[src/rtl/booth_mac_accum_if.sv]
// rtl/booth_mac_accum_if.sv - product input / frame-sum output bundle for booth_mac_accum
interface booth_mac_accum_if #(
    parameter int PROD_W = 8,
    parameter int ACC_W  = 16,
    parameter int CNT_W  = 8
);
    logic                     prod_vld;
    logic signed [PROD_W-1:0] prod;
    logic                     prod_rdy;
    logic        [CNT_W-1:0]  frame_len;
    logic                     clr;
    logic signed [ACC_W-1:0]  acc_out;
    logic                     acc_vld;
    logic                     acc_rdy;
    logic                     sat_flag;
    logic                     drop_err;
    logic                     busy;

    modport slave (
        input  prod_vld, prod, frame_len, clr, acc_rdy,
        output prod_rdy, acc_out, acc_vld, sat_flag, drop_err, busy
    );

    modport master (
        output prod_vld, prod, frame_len, clr, acc_rdy,
        input  prod_rdy, acc_out, acc_vld, sat_flag, drop_err, busy
    );
endinterface

[src/rtl/booth_mac_accum.sv]
// rtl/booth_mac_accum.sv - saturating frame accumulator for signed Booth products
module booth_mac_accum #(
    parameter int PROD_W = 8,
    parameter int ACC_W  = 16,
    parameter int CNT_W  = 8
) (
    input  logic                clk,
    input  logic                rstn,
    booth_mac_accum_if.slave    bus
);
    localparam int SUM_W = ACC_W + 1;
    localparam logic signed [ACC_W-1:0] ACC_MAX = {1'b0, {(ACC_W-1){1'b1}}};
    localparam logic signed [ACC_W-1:0] ACC_MIN = {1'b1, {(ACC_W-1){1'b0}}};

    typedef enum logic [1:0] {IDLE, ACCUM, HOLD} state_t;

    state_t                  r_state;
    logic signed [ACC_W-1:0] r_acc;
    logic [CNT_W-1:0]        r_cnt;
    logic [CNT_W-1:0]        r_len;
    logic                    r_acc_vld;
    logic                    r_busy;
    logic                    r_sat;
    logic                    r_drop;

    logic signed [ACC_W-1:0] w_prod_ext;
    logic signed [SUM_W-1:0] w_sum;
    logic                    w_ovf_hi;
    logic                    w_ovf_lo;
    logic signed [ACC_W-1:0] w_acc_next;
    logic [CNT_W-1:0]        w_len_eff;
    logic [CNT_W-1:0]        w_cnt_inc;
    logic                    w_last;
    logic                    w_prod_rdy;
    logic                    w_start;

    assign w_prod_ext = ACC_W'(bus.prod);
    assign w_sum      = SUM_W'(r_acc) + SUM_W'(w_prod_ext);
    // One extra bit: top two bits disagreeing means the ACC_W result overflowed
    assign w_ovf_hi   = ~w_sum[ACC_W] &  w_sum[ACC_W-1];
    assign w_ovf_lo   =  w_sum[ACC_W] & ~w_sum[ACC_W-1];
    assign w_acc_next = w_ovf_hi ? ACC_MAX : (w_ovf_lo ? ACC_MIN : w_sum[ACC_W-1:0]);

    assign w_len_eff  = (bus.frame_len == '0) ? CNT_W'(1) : bus.frame_len;
    assign w_cnt_inc  = r_cnt + CNT_W'(1);
    assign w_last     = (w_cnt_inc == r_len);

    assign w_prod_rdy = (r_state != HOLD) | bus.acc_rdy;
    // A product in HOLD that coincides with the output handshake opens the next frame
    assign w_start    = bus.prod_vld & ((r_state == IDLE) | ((r_state == HOLD) & bus.acc_rdy));

    always_ff @(posedge clk) begin
        if (!rstn || bus.clr) begin
            r_state   <= IDLE;
            r_acc     <= '0;
            r_cnt     <= '0;
            r_len     <= '0;
            r_acc_vld <= 1'b0;
            r_busy    <= 1'b0;
            r_sat     <= 1'b0;
            r_drop    <= 1'b0;
        end else begin
            if (bus.prod_vld && !w_prod_rdy) begin
                r_drop <= 1'b1;
            end
            if (w_start) begin
                r_acc  <= w_prod_ext;
                r_cnt  <= CNT_W'(1);
                r_len  <= w_len_eff;
                r_sat  <= 1'b0;
                r_busy <= 1'b1;
                if (w_len_eff == CNT_W'(1)) begin
                    r_state   <= HOLD;
                    r_acc_vld <= 1'b1;
                end else begin
                    r_state   <= ACCUM;
                    r_acc_vld <= 1'b0;
                end
            end else begin
                case (r_state)
                    ACCUM: begin
                        if (bus.prod_vld) begin
                            r_acc <= w_acc_next;
                            r_cnt <= w_cnt_inc;
                            if (w_ovf_hi || w_ovf_lo) begin
                                r_sat <= 1'b1;
                            end
                            if (w_last) begin
                                r_state   <= HOLD;
                                r_acc_vld <= 1'b1;
                            end
                        end
                    end
                    HOLD: begin
                        if (bus.acc_rdy) begin
                            r_state   <= IDLE;
                            r_acc_vld <= 1'b0;
                            r_busy    <= 1'b0;
                        end
                    end
                    default: ;
                endcase
            end
        end
    end

    assign bus.prod_rdy = w_prod_rdy;
    assign bus.acc_out  = r_acc;
    assign bus.acc_vld  = r_acc_vld;
    assign bus.sat_flag = r_sat;
    assign bus.drop_err = r_drop;
    assign bus.busy     = r_busy;
endmodule

[src/flat_wrapper.sv]
// flat-port wrapper written by rule: the top's interface ports become plain ports
module booth_mac_accum_flat 
#(
    parameter int PROD_W = 8,
    parameter int ACC_W  = 16,
    parameter int CNT_W  = 8
)
  (clk, rstn, bus_prod_vld, bus_prod, bus_frame_len, bus_clr, bus_acc_rdy, bus_prod_rdy, bus_acc_out, bus_acc_vld, bus_sat_flag, bus_drop_err, bus_busy);
  booth_mac_accum_if #(.PROD_W(PROD_W), .ACC_W(ACC_W), .CNT_W(CNT_W)) bus_i ();
  input  logic clk;
  input  logic rstn;
  input wire logic [$bits(bus_i.prod_vld)-1:0] bus_prod_vld;
  input wire logic [$bits(bus_i.prod)-1:0] bus_prod;
  input wire logic [$bits(bus_i.frame_len)-1:0] bus_frame_len;
  input wire logic [$bits(bus_i.clr)-1:0] bus_clr;
  input wire logic [$bits(bus_i.acc_rdy)-1:0] bus_acc_rdy;
  output wire logic [$bits(bus_i.prod_rdy)-1:0] bus_prod_rdy;
  output wire logic [$bits(bus_i.acc_out)-1:0] bus_acc_out;
  output wire logic [$bits(bus_i.acc_vld)-1:0] bus_acc_vld;
  output wire logic [$bits(bus_i.sat_flag)-1:0] bus_sat_flag;
  output wire logic [$bits(bus_i.drop_err)-1:0] bus_drop_err;
  output wire logic [$bits(bus_i.busy)-1:0] bus_busy;
  assign bus_i.prod_vld = bus_prod_vld;
  assign bus_i.prod = bus_prod;
  assign bus_i.frame_len = bus_frame_len;
  assign bus_i.clr = bus_clr;
  assign bus_i.acc_rdy = bus_acc_rdy;
  assign bus_prod_rdy = bus_i.prod_rdy;
  assign bus_acc_out = bus_i.acc_out;
  assign bus_acc_vld = bus_i.acc_vld;
  assign bus_sat_flag = bus_i.sat_flag;
  assign bus_drop_err = bus_i.drop_err;
  assign bus_busy = bus_i.busy;
  booth_mac_accum #(.PROD_W(PROD_W), .ACC_W(ACC_W), .CNT_W(CNT_W)) u_core (.clk(clk), .rstn(rstn), .bus(bus_i));
endmodule
[config.mk]
export PLATFORM = sky130hd
export DESIGN_NAME = booth_mac_accum_flat
export DESIGN_NICKNAME = d
export VERILOG_FILES = /design/src/rtl/booth_mac_accum_if.sv /design/src/rtl/booth_mac_accum.sv /design/src/flat_wrapper.sv
export SDC_FILE = /design/constraint.sdc
export NUM_CORES = 1
export LEC_CHECK = 0
export CAP_MARGIN = 10
export CORE_AREA = 5 5 73 75
export CTS_BUF_LIST = sky130_fd_sc_hd__clkbuf_8
export DETAILED_ROUTE_END_ITERATION = 8
export DIE_AREA = 0 0 78 80
export GPL_ROUTABILITY_DRIVEN = 0
export GPL_TIMING_DRIVEN = 0
export PLACE_DENSITY = 0.95
export SYNTH_ARGS = -nofsm -noshare
export SYNTH_HDL_FRONTEND = slang
export SYNTH_SLANG_ARGS = --single-unit
[constraint.sdc]
create_clock -name clk -period 9.7 [get_ports clk]
set_input_delay 2.91 -clock clk [delete_from_list [all_inputs] [get_ports clk]]
set_output_delay 2.91 -clock clk [all_outputs]
set_load 0.03 [all_outputs]
* After elaboration in Yosys (flattened, before gate mapping)
Cells that the tools add are included.
** Cells by class
- Muxes and demuxes :: 23
- Reductions and logical operators :: 18
- Equal/unequal tests :: 8
- $add $sub $neg :: 2
- Bitwise logic cells :: 8
** Operators with widths (count)
- $mux W16 :: 5
- $add A16 B8 Y17 :: 1
- $mux W1 :: 10
- $mux W2 :: 5
- $add A8 B1 Y8 const B :: 1
- $eq A8 B1 Y1 const B :: 1
- $eq A8 B8 Y1 :: 1
- $logic_not A8 Y1 :: 1
- $mux W8 :: 1
- $reduce_bool A2 Y1 :: 4
- $ne A3 B2 Y1 const B :: 2
- $reduce_and A2 Y1 :: 3
- $and A1 B1 Y1 :: 4
- $pmux W2 S2 :: 1
- $reduce_and A4 Y1 :: 1
- $ne A3 B1 Y1 const B :: 1
- $reduce_and A3 Y1 :: 1
- $reduce_bool A3 Y1 :: 1
- $eq A2 B1 Y1 const B :: 1
- $eq A2 B2 Y1 const B :: 1
- $logic_not A1 Y1 :: 2
- $logic_not A2 Y1 :: 1
- $logic_or A1 B1 Y1 :: 2
- $ne A2 B2 Y1 const B :: 1
- other kinds (5) :: 7
** Word-level totals
- Output and inout port bits :: 21
- Flip-flop bits (word level) :: 38

* Longest topological paths before layout
Gate-level depths: netlist of run 1.
- Depth after elaboration :: 8
- Mapped depth :: 16
- Depth with buffers taken out :: 15

* Worst setup path after synthesis of run 1
OpenSTA, ideal clock, no wires.
- Kind :: input-to-output
- Start :: in bus_acc_rdy
- End :: out bus_prod_rdy
- Data arrival time :: 3.160 ns
- Slack :: 3.630 ns
- Stages :: 2
- Required time :: 6.790 ns
- Path buffers :: 0
- Cells stage by stage :: inv_1 nand2_1
** On the way
- Longest elaborated chain between the ends :: 1
** RTL lines
- start, declared :: RTL line flat_wrapper.sv:16 : input wire logic [$bits(bus_i.acc_rdy)-1:0] bus_acc_rdy;
- $or A1 B1 Y1 :: RTL line booth_mac_accum.sv:48 : assign w_prod_rdy = (r_state != HOLD) | bus.acc_rdy;
- end, declared :: RTL line flat_wrapper.sv:17 : output wire logic [$bits(bus_i.prod_rdy)-1:0] bus_prod_rdy;
Every way passes these cells.

* Final worst setup path of run 1
Same ends and word-level chain as after synthesis.

==> results of run 1 <==
[logic make-up (layout without fill, tap and decap cells)]
family,Yosys count,after routing
AND/OR/NAND/NOR,127,127
AO/OA/AOI/OAI,111,111
buffers and inverters,26,75
flip-flops,37,37
multiplexers,1,1
XOR/XNOR,26,26
adder cells (fa/ha/maj),24,24
[placed cells by master, fill, tap and decap left out, drive strengths merged, types with 3 or more instances in the layout]
cell           instances
nor3                   4
clkdlybuf4s50         41
nand2                 46
nand2b                10
nand3                 10
and2                   4
o221ai                 4
dfxtp                 37
nand4                  4
a21oi                 37
a21o                   9
xor2                  15
and3                   4
a211oi                 3
xnor2                 11
nor2b                  5
buf                    6
nor2                  30
inv                   11
o21a                   5
nor4                   3
o21ai                 23
a31oi                  6
clkbuf                16
ha                    23
o211ai                 6
[stage by stage]
stage          setup slack (ps)  cell area [um^2]  util, %
2_1_floorplan              3630              2690        -
3_3_place_gp               2570              3170     69.0
3_5_place_dp               2540              3170     69.0
4_1_cts                    2540              3270     71.2
5_1_grt                    2500              3270     71.2
6_report                   2540              3270     71.2
[metal layers]
| layer | GRT usage [%] | vias up | wire [um] |
|---|---|---|---|
| met2 | 45.3 | 137 | 3870 |
| met4 | 9.12 | 0 | 161 |
| met5 | 0 | - | 0 |
| met3 | 4.51 | 15 | 599 |
| met1 | 29.6 | 1361 | 3050 |
| li1 | - | 1354 | - |
[worst min-delay path by stage]
stage / endpoint / slack (ps)
after floorplan: u_core.r_len[2]$_SDFFE_PP0P_ / 440
after CTS: u_core.r_len[3]$_SDFFE_PP0P_ / 470
after detailed placement: u_core.r_len[3]$_SDFFE_PP0P_ / 460
after global routing: u_core.r_len[3]$_SDFFE_PP0P_ / 490
after global placement: u_core.bus.drop_err$_SDFFE_PP0P_ / 450
final: u_core.r_len[3]$_SDFFE_PP0P_ / 470
[area by class of cell]
class,count,area [um^2],share of cell area (%)
Clock buffer,7,96.3,2.94
Buffer,15,61.3,1.87
Clock inverter,1,5.00,0.153
Multi-Input combinational cell,289,1850,56.5
Inverter,11,41.3,1.26
Tap cell,54,67.6,2.07
Sequential cell,37,741,22.6
Timing Repair Buffer,41,410,12.5
[critical path, stage by stage]
cell,delay (ps)
clkdlybuf4s50_1,500
inv_1,80
nand2_1,80
clkdlybuf4s50_1,680
[sequential cells by signal (all words and copies together), names as in the netlist]
register,cells
u_core.bus.acc_out,16
u_core.bus.busy,1
u_core.bus.drop_err,1
u_core.bus.sat_flag,1
u_core.r_cnt,8
u_core.r_len,8
u_core.r_state,2
[power groups by stage]
stage          registers [mW]  clock network [mW]  logic [mW]
5_1_grt                 0.164               0.130       0.122
4_1_cts                 0.163               0.124       0.111
3_5_place_dp            0.166                   0       0.109
2_1_floorplan           0.173                   0      0.0660
3_3_place_gp            0.166                   0       0.105
6_report                0.163               0.123       0.113
==> results.cfg, run 1 <==
[placement]
hpwl_um = 5530
dpl.cell_count = 447
io_buffers = 41

[timing]
finalHoldViolCount = 0
worst_slew_pin_slew_ps = 533
fmax_mhz = 140
finalCritPeriodShare_pct = 73.9
fin_crit_ps = 7160
setup_violations = 0
clock-skew-final_ps = 6.68
max_slew_margin_pct = 64.0
rsz0062_at_grt = no
whs_ps = 474
fin_setup_tns_ps = 0
slew_violations = 0

[hold_path]
hp-start = u_core.r_len[3]$_SDFFE_PP0P_
hold_class = register to register
min_path_cells = 2

[synth]
syn_nets = 397
ys.flop_type = dfxtp_1
ys_seq_area_share_pct = 27.5
synth_cell_types = 48
synth_compound_area_share_pct = 26.3
synthAdderAreaFrac_pct = 11.4
syn_area_mm2 = 0.00269
yosys_warnings = 0
synth_commonest_cells = 46 x nand2_1, 37 x a21oi_1, 37 x dfxtp_1, 30 x nor2_1
yosysTopAreaCell = dfxtp_1
synth_top_family_by_area = compound AO/OA/AOI/OAI gates
async_reset_ff_share_pct = 0
yosysMostFrequentCell = nand2_1
netlist_instances = 352
synth-simple-area-share_pct = 22.1
yosys_register_bits = 37
ys_top_cells_by_area = dfxtp_1 28%, ha_1 11%, a21oi_1 6.9%
synth_top_area_share_pct = 27.5
synth_mux_area_share_pct = 0.372
syn_area_per_cell_um2 = 7.65
synth_edf_count = 0
synth_xor_area_share_pct = 8.46

[setup_path]
required_ps = 6790
worst-setup-path-type = primary input to output pin
rrSetupSlack_ps = 6260
rr_startpoint = u_core.bus.acc_out[0]$_SDFFE_PP0P_
worstPathMaxFanout = 3
setup.worst_path.end = bus_prod_rdy
critPathArrivalTime_ps = 4250
r2r_cells = 15
cp-end-kind = output pin
r2r_end = u_core.bus.acc_out[13]$_SDFFE_PP0P_
cp-startpoint = bus_acc_rdy
start_kind = primary input

[pwr]
switching_power_mw = 0.131
pwr-share-clk_pct = 30.9
internal-power_mw = 0.268
pwr-share-seq_pct = 40.9
switching_share_pct = 32.8
leakage_nw = 1.31
combPwrFrac_pct = 28.3
ir_worst_vdd_uv = 78.0
power_mw = 0.399
p_per_area_mw_per_mm2 = 122

[drt]
drt-total-wl_um = 7680
dr.pass1.iters = 5
ant_nets = 0
viasPerCell = 6.30
drc = 0
vias = 2867
wl_per_cell_um = 16.9
drt_iter0_markers = 183

[clock_tree]
htreeDepth = 2
cts.hold.buffers_added = 0
cts_num_sinks = 37
clock_path_buffers = 2
root_buffer = clkbuf_8
cts_tree = yes
cts_buffers = 5
clkTransAtPathRegs_ps = 80
cts_setup_buffers = 0
worstSkewPairLatency_ps = 300
cts_resized = 0

[floorplan]
design.core.area_mm2 = 0.00460
fp.dieW_um = 78
die_h_um = 80
rows = 25
die_area_mm2 = 0.00624
initial_core_util_pct = 58.6
io_pins = 42

[cells_and_area]
stdcell_count = 455
drive_gt1_share_pct = 3.74
fillers = 344
fin_nets = 445
insertedDiodeCount = 0
area_growth_syn_to_layout_pct = 21.5

[run_status]
status = completed

[global_routing]
grt_use_total_pct = 25.2
grt.overflow.total = 0
antenna_found_initial = 0
grt_pass1_vias = 2825
grt_max_degree = 12
grt_pass1_wl_um = 12900

[flow_run]
drv_cap = 0
(Power assumes the default switching activity.)
==> run 2, diff against run 1 <==
- CORE_AREA: 5 5 73 75 -> 5 5 76 78
- DIE_AREA: 0 0 78 80 -> 0 0 81 83
- PLACE_DENSITY: 0.95 -> 0.91
- clock period: 9.7 -> 6.6 ns (I/O delays scaled with it)
==> run 2 against run 1 <==
Via count down 0.42%. Sequential power up 47%. Largest cell class unchanged. Non-clock buffer count unchanged. Clock power up 75%. Die area up 7.7%. Total power up 55%. Critical endpoint unchanged.
==> results.cfg, run 2 (synthesized netlist as in run 1, its figures left out) <==
[run_status]
status = completed

[pwr]
pwr-share-seq_pct = 38.7
switching_share_pct = 31.9
leakage_nw = 1.32
ir_worst_vdd_uv = 140
pwr-share-clk_pct = 34.8
p_per_area_mw_per_mm2 = 187
combPwrFrac_pct = 26.6
switching_power_mw = 0.198
internal-power_mw = 0.422

[timing]
slew_violations = 0
fin_crit_ps = 5280
whs_ps = 475
setup_violations = 0
worst_slew_pin_slew_ps = 776
fin_setup_tns_ps = 0
fmax_mhz = 189
max_slew_margin_pct = 47.6
finalHoldViolCount = 0
finalCritPeriodShare_pct = 80.1
rsz0062_at_grt = no
clock-skew-final_ps = 10.3

[setup_path]
start_kind = primary input
cp_cell_sequence = clkdlybuf4s50_1 -> inv_1 -> nand2_1 -> clkdlybuf4s50_1
cp-end-kind = output pin
crit_top_cell = clkdlybuf4s50_1
cp_slowest_stage_delay_ps = 670
critPathArrivalTime_ps = 3300
critPathSlowestCell = clkdlybuf4s50_1
worstPathMaxFanout = 3
worst-setup-path-type = primary input to output pin
required_ps = 4620

[floorplan]
die_h_um = 83
fp.dieW_um = 81
rows = 26
initial_core_util_pct = 53.7
io_pins = 42
design.core.area_mm2 = 0.00501
die_area_mm2 = 0.00672

[cells_and_area]
drive_gt1_share_pct = 3.74
area_growth_syn_to_layout_pct = 23.0
final_area_mm2 = 0.00331
fillers = 439
insertedDiodeCount = 0
largest_reg_flops = 16
final_cell_mix = 46 x nand2_1, 41 x clkdlybuf4s50_1, 37 x a21oi_1, 37 x dfxtp_1, 30 x nor2_1
layout_commonest_cell = nand2_1
fin_nets = 445

[global_routing]
grt_pass1_vias = 2804
grt_use_total_pct = 23.7
grt_max_degree = 13
grt.overflow.total = 0
grt_pass1_wl_um = 12800
antenna_found_initial = 0

[clock_tree]
clock_path_buffers = 2
cts_setup_buffers = 0
root_buffer = clkbuf_8
cts_tree = yes
cts_resized = 0
htreeDepth = 2
cts_num_sinks = 37
worstSkewPairLatency_ps = 310
clkTransAtPathRegs_ps = 80
cts_buffers = 5
cts.hold.buffers_added = 0

[drt]
viasPerCell = 6.06
drt_iter0_markers = 158
wl_per_cell_um = 16.3
dr.pass1.iters = 5
ant_nets = 0
drt-total-wl_um = 7660
drc = 0
vias = 2855

[placement]
io_buffers = 41
hpwl_um = 5520
post_dp_cell_area_mm2 = 0.00319

[flow_run]
drv_cap = 0

[hold_path]
hold_class = register to register
run 2: area by class of cell:
class | instances | area, um^2 | share of cell area (%)
plain buffers | 15 | 61.3 | 1.85
clock buffers | 6 | 82.6 | 2.49
clock inverters | 2 | 37.5 | 1.13
inverters | 11 | 41.3 | 1.25
multi-input cells | 289 | 1850 | 55.9
flip-flops and latches | 37 | 741 | 22.4
well taps | 70 | 87.6 | 2.65
repair buffers | 41 | 410 | 12.4
run 2: routing by layer:
layer	GRT usage (%)	part of all wire, %	vias to the layer above
met2	41.2	50	102
met5	0	0	-
met3	5.19	5.6	22
li1	-	-	1368
met4	8.14	1.8	0
met1	28.2	42	1363
run 2: critical path, delay by kind of cell:
kind / cells / cell delay, ps
buffers and inverters: 3 / 1230
AND/OR/NAND/NOR: 1 / 80
run 2: worst paths after layout:
check	slack [ps]	from	end	cells after the start
min reg2reg	470	u_core.r_len[7]$_SDFFE_PP0P_	u_core.r_len[7]$_SDFFE_PP0P_	2
max	1320	bus_acc_rdy	bus_prod_rdy	4
min	470	u_core.r_len[7]$_SDFFE_PP0P_	u_core.r_len[7]$_SDFFE_PP0P_	2
max reg2reg	3190	u_core.bus.acc_out[0]$_SDFFE_PP0P_	u_core.bus.acc_out[13]$_SDFFE_PP0P_	15
run 2: power groups by stage:
stage	Sequential, mW	Combinational, mW	Clock [mW]
3_5_place_dp	0.244	0.160	0
6_report	0.240	0.165	0.215
3_3_place_gp	0.244	0.156	0
5_1_grt	0.241	0.181	0.229
2_1_floorplan	0.254	0.0970	0
4_1_cts	0.239	0.162	0.218
run 2: through the flow:
| step | std cells | setup WS, ps | power [mW] | utilization, % |
|---|---|---|---|---|
| 2_1_floorplan | 352 | 2220 | 0.351 | - |
| 3_3_place_gp | 463 | 1200 | 0.400 | 63.7 |
| 3_5_place_dp | 463 | 1150 | 0.405 | 63.7 |
| 4_1_cts | 471 | 1320 | 0.619 | 66.1 |
| 5_1_grt | 471 | 1110 | 0.650 | 66.1 |
| 6_report | 471 | 1320 | 0.620 | 66.1 |
==> run 3, diff against run 2 <==
- clock period: 6.6 -> 4.9 ns (I/O delays scaled with it)
==> run 3 against run 2 <==
Non-clock buffer count unchanged. Combinational power rose by 35%. Final cell count unchanged. Sequential cell count stayed put. Via count fell by 0.28%. First-iteration DRC count rose by 42%. Utilization rose by 0.15 points. Final area rose by 0.23%. Total power rose by 35%.
==> results.cfg, run 3 (synthesized netlist as in run 1, its figures left out) <==
[clock_tree]
cts.hold.buffers_added = 0
htreeDepth = 2
cts_resized = 0
cts_buffers = 5
cts_setup_buffers = 0
root_buffer = clkbuf_8
worstSkewPairLatency_ps = 300
clkTransAtPathRegs_ps = 80
clock_path_buffers = 2
cts_tree = yes
cts_num_sinks = 37

[timing]
clock-skew-final_ps = 10.3
fmax_mhz = 214
slew_violations = 0
finalHoldViolCount = 0
fin_setup_tns_ps = 0
rsz0062_at_grt = no
worst_slew_pin_slew_ps = 730
max_slew_margin_pct = 50.7
finalCritPeriodShare_pct = 95.5
fin_crit_ps = 4680
setup_violations = 0

[cells_and_area]
area_growth_syn_to_layout_pct = 23.2
final_cell_mix = 46 x nand2_1, 41 x clkdlybuf4s50_1, 37 x dfxtp_1
postLayoutCoreUtil_pct = 66.2
fillers = 437
largest_reg_flops = 16
fin_nets = 445
multi_input_area_mm2 = 0.00186
layout_commonest_cell = nand2_1
regArea_um2 = 741
insertedDiodeCount = 0
drive_gt1_share_pct = 4.49

[pwr]
ir_worst_vdd_uv = 192
switching_share_pct = 31.8
switching_power_mw = 0.265
pwr-share-clk_pct = 34.6
internal-power_mw = 0.569
pwr-share-seq_pct = 38.7
p_per_area_mw_per_mm2 = 252
leakage_nw = 1.32
combPwrFrac_pct = 26.7
power_mw = 0.835

[drt]
drt_iter0_markers = 224
ant_nets = 0
dr.pass1.iters = 4
drc = 0
vias = 2847
viasPerCell = 6.04
wl_per_cell_um = 16.4
drt-total-wl_um = 7710

[setup_path]
worst-setup-path-type = primary input to register
setup.worst_path.end = u_core.bus.acc_out[7]$_SDFFE_PP0P_
r2r_end = u_core.bus.acc_out[5]$_SDFFE_PP0P_
required_ps = 5060
cp-startpoint = bus_prod[7]
start_kind = primary input
r2r_cells = 13
rr_startpoint = u_core.bus.acc_out[0]$_SDFFE_PP0P_
worstPathMaxFanout = 10
critPathArrivalTime_ps = 4840
cp-end-kind = register
rrSetupSlack_ps = 1490

[hold_path]
hp-start = u_core.r_len[7]$_SDFFE_PP0P_
hold_class = register to register
min_path_cells = 2

[floorplan]
initial_core_util_pct = 53.7
rows = 26
design.core.area_mm2 = 0.00501
io_pins = 42
die_h_um = 83
die_area_mm2 = 0.00672
fp.dieW_um = 81

[global_routing]
grt_pass1_wl_um = 12800
grt_use_total_pct = 23.7
grt_max_degree = 13
antenna_found_initial = 0
grt.overflow.total = 0
grt_pass1_vias = 2804

[placement]
hpwl_um = 5520
io_buffers = 41

[run_status]
status = completed

[flow_run]
drv_cap = 0
run 3: cell counts in the layout (fill, tap and decap cells not counted):
Identical to the previous run, type by type.
run 3: metrics by stage:
stage                     hold slack (ps)  worst slack [ps]  instances  area [um^2]
final                                 476               219        471         3320
after global routing                  494              15.4        471         3320
after CTS                             477               240        471         3310
after detailed placement              464             -35.8        463         3190
after global placement                459              13.1        463         3190
after floorplan                       445              1030        352         2690
run 3: area by class of cell:
class                           instances  area share (%)
Multi-Input combinational cell        289            55.9
Inverter                               11            1.24
Timing Repair Buffer                   41            12.4
Clock buffer                            6            2.49
Sequential cell                        37            22.3
Tap cell                               70            2.64
Clock inverter                          2            1.13
Buffer                                 15            1.89
run 3: worst max-delay path, stage by stage:
cell             delay (ps)
clkdlybuf4s50_1         660
ha_1                    350
or4_1                   400
o22a_1                  280
a21boi_1                330
a21oi_1                 150
and2_1                  190
ha_1                    290
nand2b_1                360
a31oi_1                 250
o21ai_0                 110
run 3: metal layers:
metal	vias up	global-route usage [%]	share of wire, %
li1	1375	-	-
met1	1353	28.2	41
met2	105	41.2	51
met3	14	5.19	6.4
met4	0	8.14	1.7
met5	-	0	0
run 3: how the worst min path moves through the flow:
stage | end | slack (ps)
final | u_core.r_len[7]$_SDFFE_PP0P_ | 480
after global routing | u_core.r_len[7]$_SDFFE_PP0P_ | 490
after CTS | u_core.r_len[7]$_SDFFE_PP0P_ | 480
after detailed placement | u_core.r_len[7]$_SDFFE_PP0P_ | 460
after global placement | u_core.bus.drop_err$_SDFFE_PP0P_ | 460
after floorplan | u_core.r_len[2]$_SDFFE_PP0P_ | 440
run 3: power groups by stage:
stage	Sequential, mW	Combinational (mW)	Clock [mW]
floorplan	0.342	0.131	0
global placement	0.329	0.210	0
detailed placement	0.329	0.216	0
CTS	0.322	0.218	0.293
global route	0.324	0.245	0.308
finish	0.323	0.223	0.289
==> variant, RTL diff (config.mk and constraints of run 1) <==
`ACC_W` is set to 16 in 3 places; all go to 20.
--- a/src/rtl/booth_mac_accum_if.sv
+++ b/src/rtl/booth_mac_accum_if.sv
@@ -1,7 +1,7 @@
 // rtl/booth_mac_accum_if.sv - product input / frame-sum output bundle for booth_mac_accum
 interface booth_mac_accum_if #(
     parameter int PROD_W = 8,
-    parameter int ACC_W  = 16,
+    parameter int ACC_W  = 20,
     parameter int CNT_W  = 8
 );
     logic                     prod_vld;
--- a/src/rtl/booth_mac_accum.sv
+++ b/src/rtl/booth_mac_accum.sv
@@ -1,7 +1,7 @@
 // rtl/booth_mac_accum.sv - saturating frame accumulator for signed Booth products
 module booth_mac_accum #(
     parameter int PROD_W = 8,
-    parameter int ACC_W  = 16,
+    parameter int ACC_W  = 20,
     parameter int CNT_W  = 8
 ) (
     input  logic                clk,
--- a/src/flat_wrapper.sv
+++ b/src/flat_wrapper.sv
@@ -2,7 +2,7 @@
 module booth_mac_accum_flat 
 #(
     parameter int PROD_W = 8,
-    parameter int ACC_W  = 16,
+    parameter int ACC_W  = 20,
     parameter int CNT_W  = 8
 )
   (clk, rstn, bus_prod_vld, bus_prod, bus_frame_len, bus_clr, bus_acc_rdy, bus_prod_rdy, bus_acc_out, bus_acc_vld, bus_sat_flag, bus_drop_err, bus_busy);
Ports: changed (resized bus_acc_out); port bits go from 42 to 46. No check against the original RTL was run, so the function may have changed too.
==> variant against run 1 <==
Sequential cell count is 4 higher; routed wire length grew 15%; synthesized area increased by 15%; critical path type unchanged; worst setup slack gained 0.068 ns; sequential power grew 13%; global-route usage is 3.1 points higher; cell area increased by 14%; total power grew 23%; via count grew 15%.
==> variant: results (changes against run 1) <==
global_route:
  grt_start_max_net_pins: 17  # +5
  grt_pass1_wl_um: 14420  # +12%
  grt_antenna_before_repair: 0  # unchanged
  grt_pass1_vias: 3169  # +12%
  grt_usage: 0.2825  # +0.03059
power_and_ir_drop:
  clockPowerShare: 0.296  # -0.013
  ir_worst_vdd_v: 0.00009641  # +24%
  p_int_mw: 0.3189  # +19%
  seq-power_mw: 0.184  # +13%
  seqPwrFrac: 0.375  # -0.034
  p_leak_nw: 1.455  # +11%
worst_setup_path:
  r2r_cells: 14  # -1
  worstSetupEndpoint: "bus_prod_rdy"
  rr_startpoint: "u_core.bus.acc_out[0]"
  slowest_stage: "clkdlybuf4s50_1"
  regToRegSetupSlack_ns: 5.73  # -0.53 ns
  crit_fanout: 2  # -1
  r2r_end: "u_core.bus.acc_out[6]"
  cp_slowest_stage_delay_ns: 0.67
  worstSetupStartpoint: "bus_acc_rdy"
synth:
  ys_types: 65  # +35%
  ys_warn_count: 0  # unchanged
  syn_nets: 445  # +12%
  synth_common_cells: "nand2_1, nor2_1, dfxtp_1"
  synthArstFlopShare: 0  # unchanged
  ys.flop_type: "dfxtp_1"
  yosysSeqAreaShare: 0.2648  # -0.01026
  synth.area.top_cells: "dfxtp_1, ha_1, a21oi_1, nand2_1, nor2_1"
placed_design:
  placed_area_mm2: 0.003617  # +14%
  place_hpwl_um: 6492  # +17%
  port_buffers: 45  # +9.8%
detailed_routing:
  dr.pass1.iters: 5  # unchanged
  drtIter0Drc: 356  # +95%
  wl_per_cell_um: 17.61  # +4.3%
  via_per_inst: 6.575  # +4.3%
final_layout:
  final_nets: 497  # +12%
  largest_register_ffs: 20  # +4
  drive_above_1_share: 0.04900  # +0.01159
hold_path:
  whs_path_depth: 2  # unchanged
  hold_start: "u_core.bus.busy"
  min_path_type: "register to register"
  holdPathEnd: "u_core.bus.busy"
clock_network:
  cts_made_buffers: 5  # unchanged
  postCtsSetupBuffers: 0  # unchanged
  ctsRootBufferMaster: "clkbuf_8"
  path_clk_slew_ns: 0.09
sta:
  fin_skew_ns: 0.01120  # +0.004516 ns
  setup-violations-final: 0  # unchanged
  worst_slew_pin_slew_ns: 0.7922  # +0.2594 ns
outcome:
  status: "complete, no violations"
## variant: kinds of logic after synthesis
logic type,count (synthesis),share of synthesized area
muxes,1,0.003230
adders and majority gates,28,0.1155
buffers and inverters,35,0.05248
AOI/OAI and AO/OA,119,0.2588
DFF,41,0.2648
xor gates and xnor gates,29,0.08801
and+or+nand+nor,143,0.2172
## variant: cell type report
| cell class | instances | area [um2] |
|---|---|---|
| buffer | 23 | 117.6 |
| clock buffer | 5 | 68.82 |
| clock inverter | 3 | 46.29 |
| fill | 303 | 865.8 |
| inverter | 12 | 45.04 |
| multi-input combinational | 320 | 2116 |
| sequential | 41 | 820.8 |
| tap | 54 | 67.56 |
| timing repair buffer | 45 | 450.4 |
## variant: through the flow
step                      utilization  cells  setup WS (ns)  hold WS [ns]
after floorplan                     -    396          3.630        0.4478
after global placement         0.7867    495          2.617        0.4433
after detailed placement       0.7867    495          2.571        0.4478
after CTS                      0.8117    503          2.594        0.4597
after global routing           0.8117    503          2.443        0.5070
final                          0.8117    503          2.604        0.4608
## variant: worst register-to-register path, cell delays in order, from the launching register on
cell,delay (ns)
dfxtp_1,0.34
ha_1,0.24
inv_1,0.09
fa_1,0.22
nor2b_1,0.08
o2111ai_1,0.32
a21boi_2,0.16
a311oi_2,0.59
o221ai_1,0.28
o21ai_2,0.14
inv_1,0.07
ha_1,0.26
nor3_1,0.68
o31ai_1,0.18
nor4b_1,0.19
## variant: metal layers
metal,global-route usage,up-vias,wire [um]
met5,0,-,0
met2,0.4766,200,4335
li1,-,1543,-
met3,0.04740,28,663
met1,0.3515,1536,3656
met4,0.1250,0,202
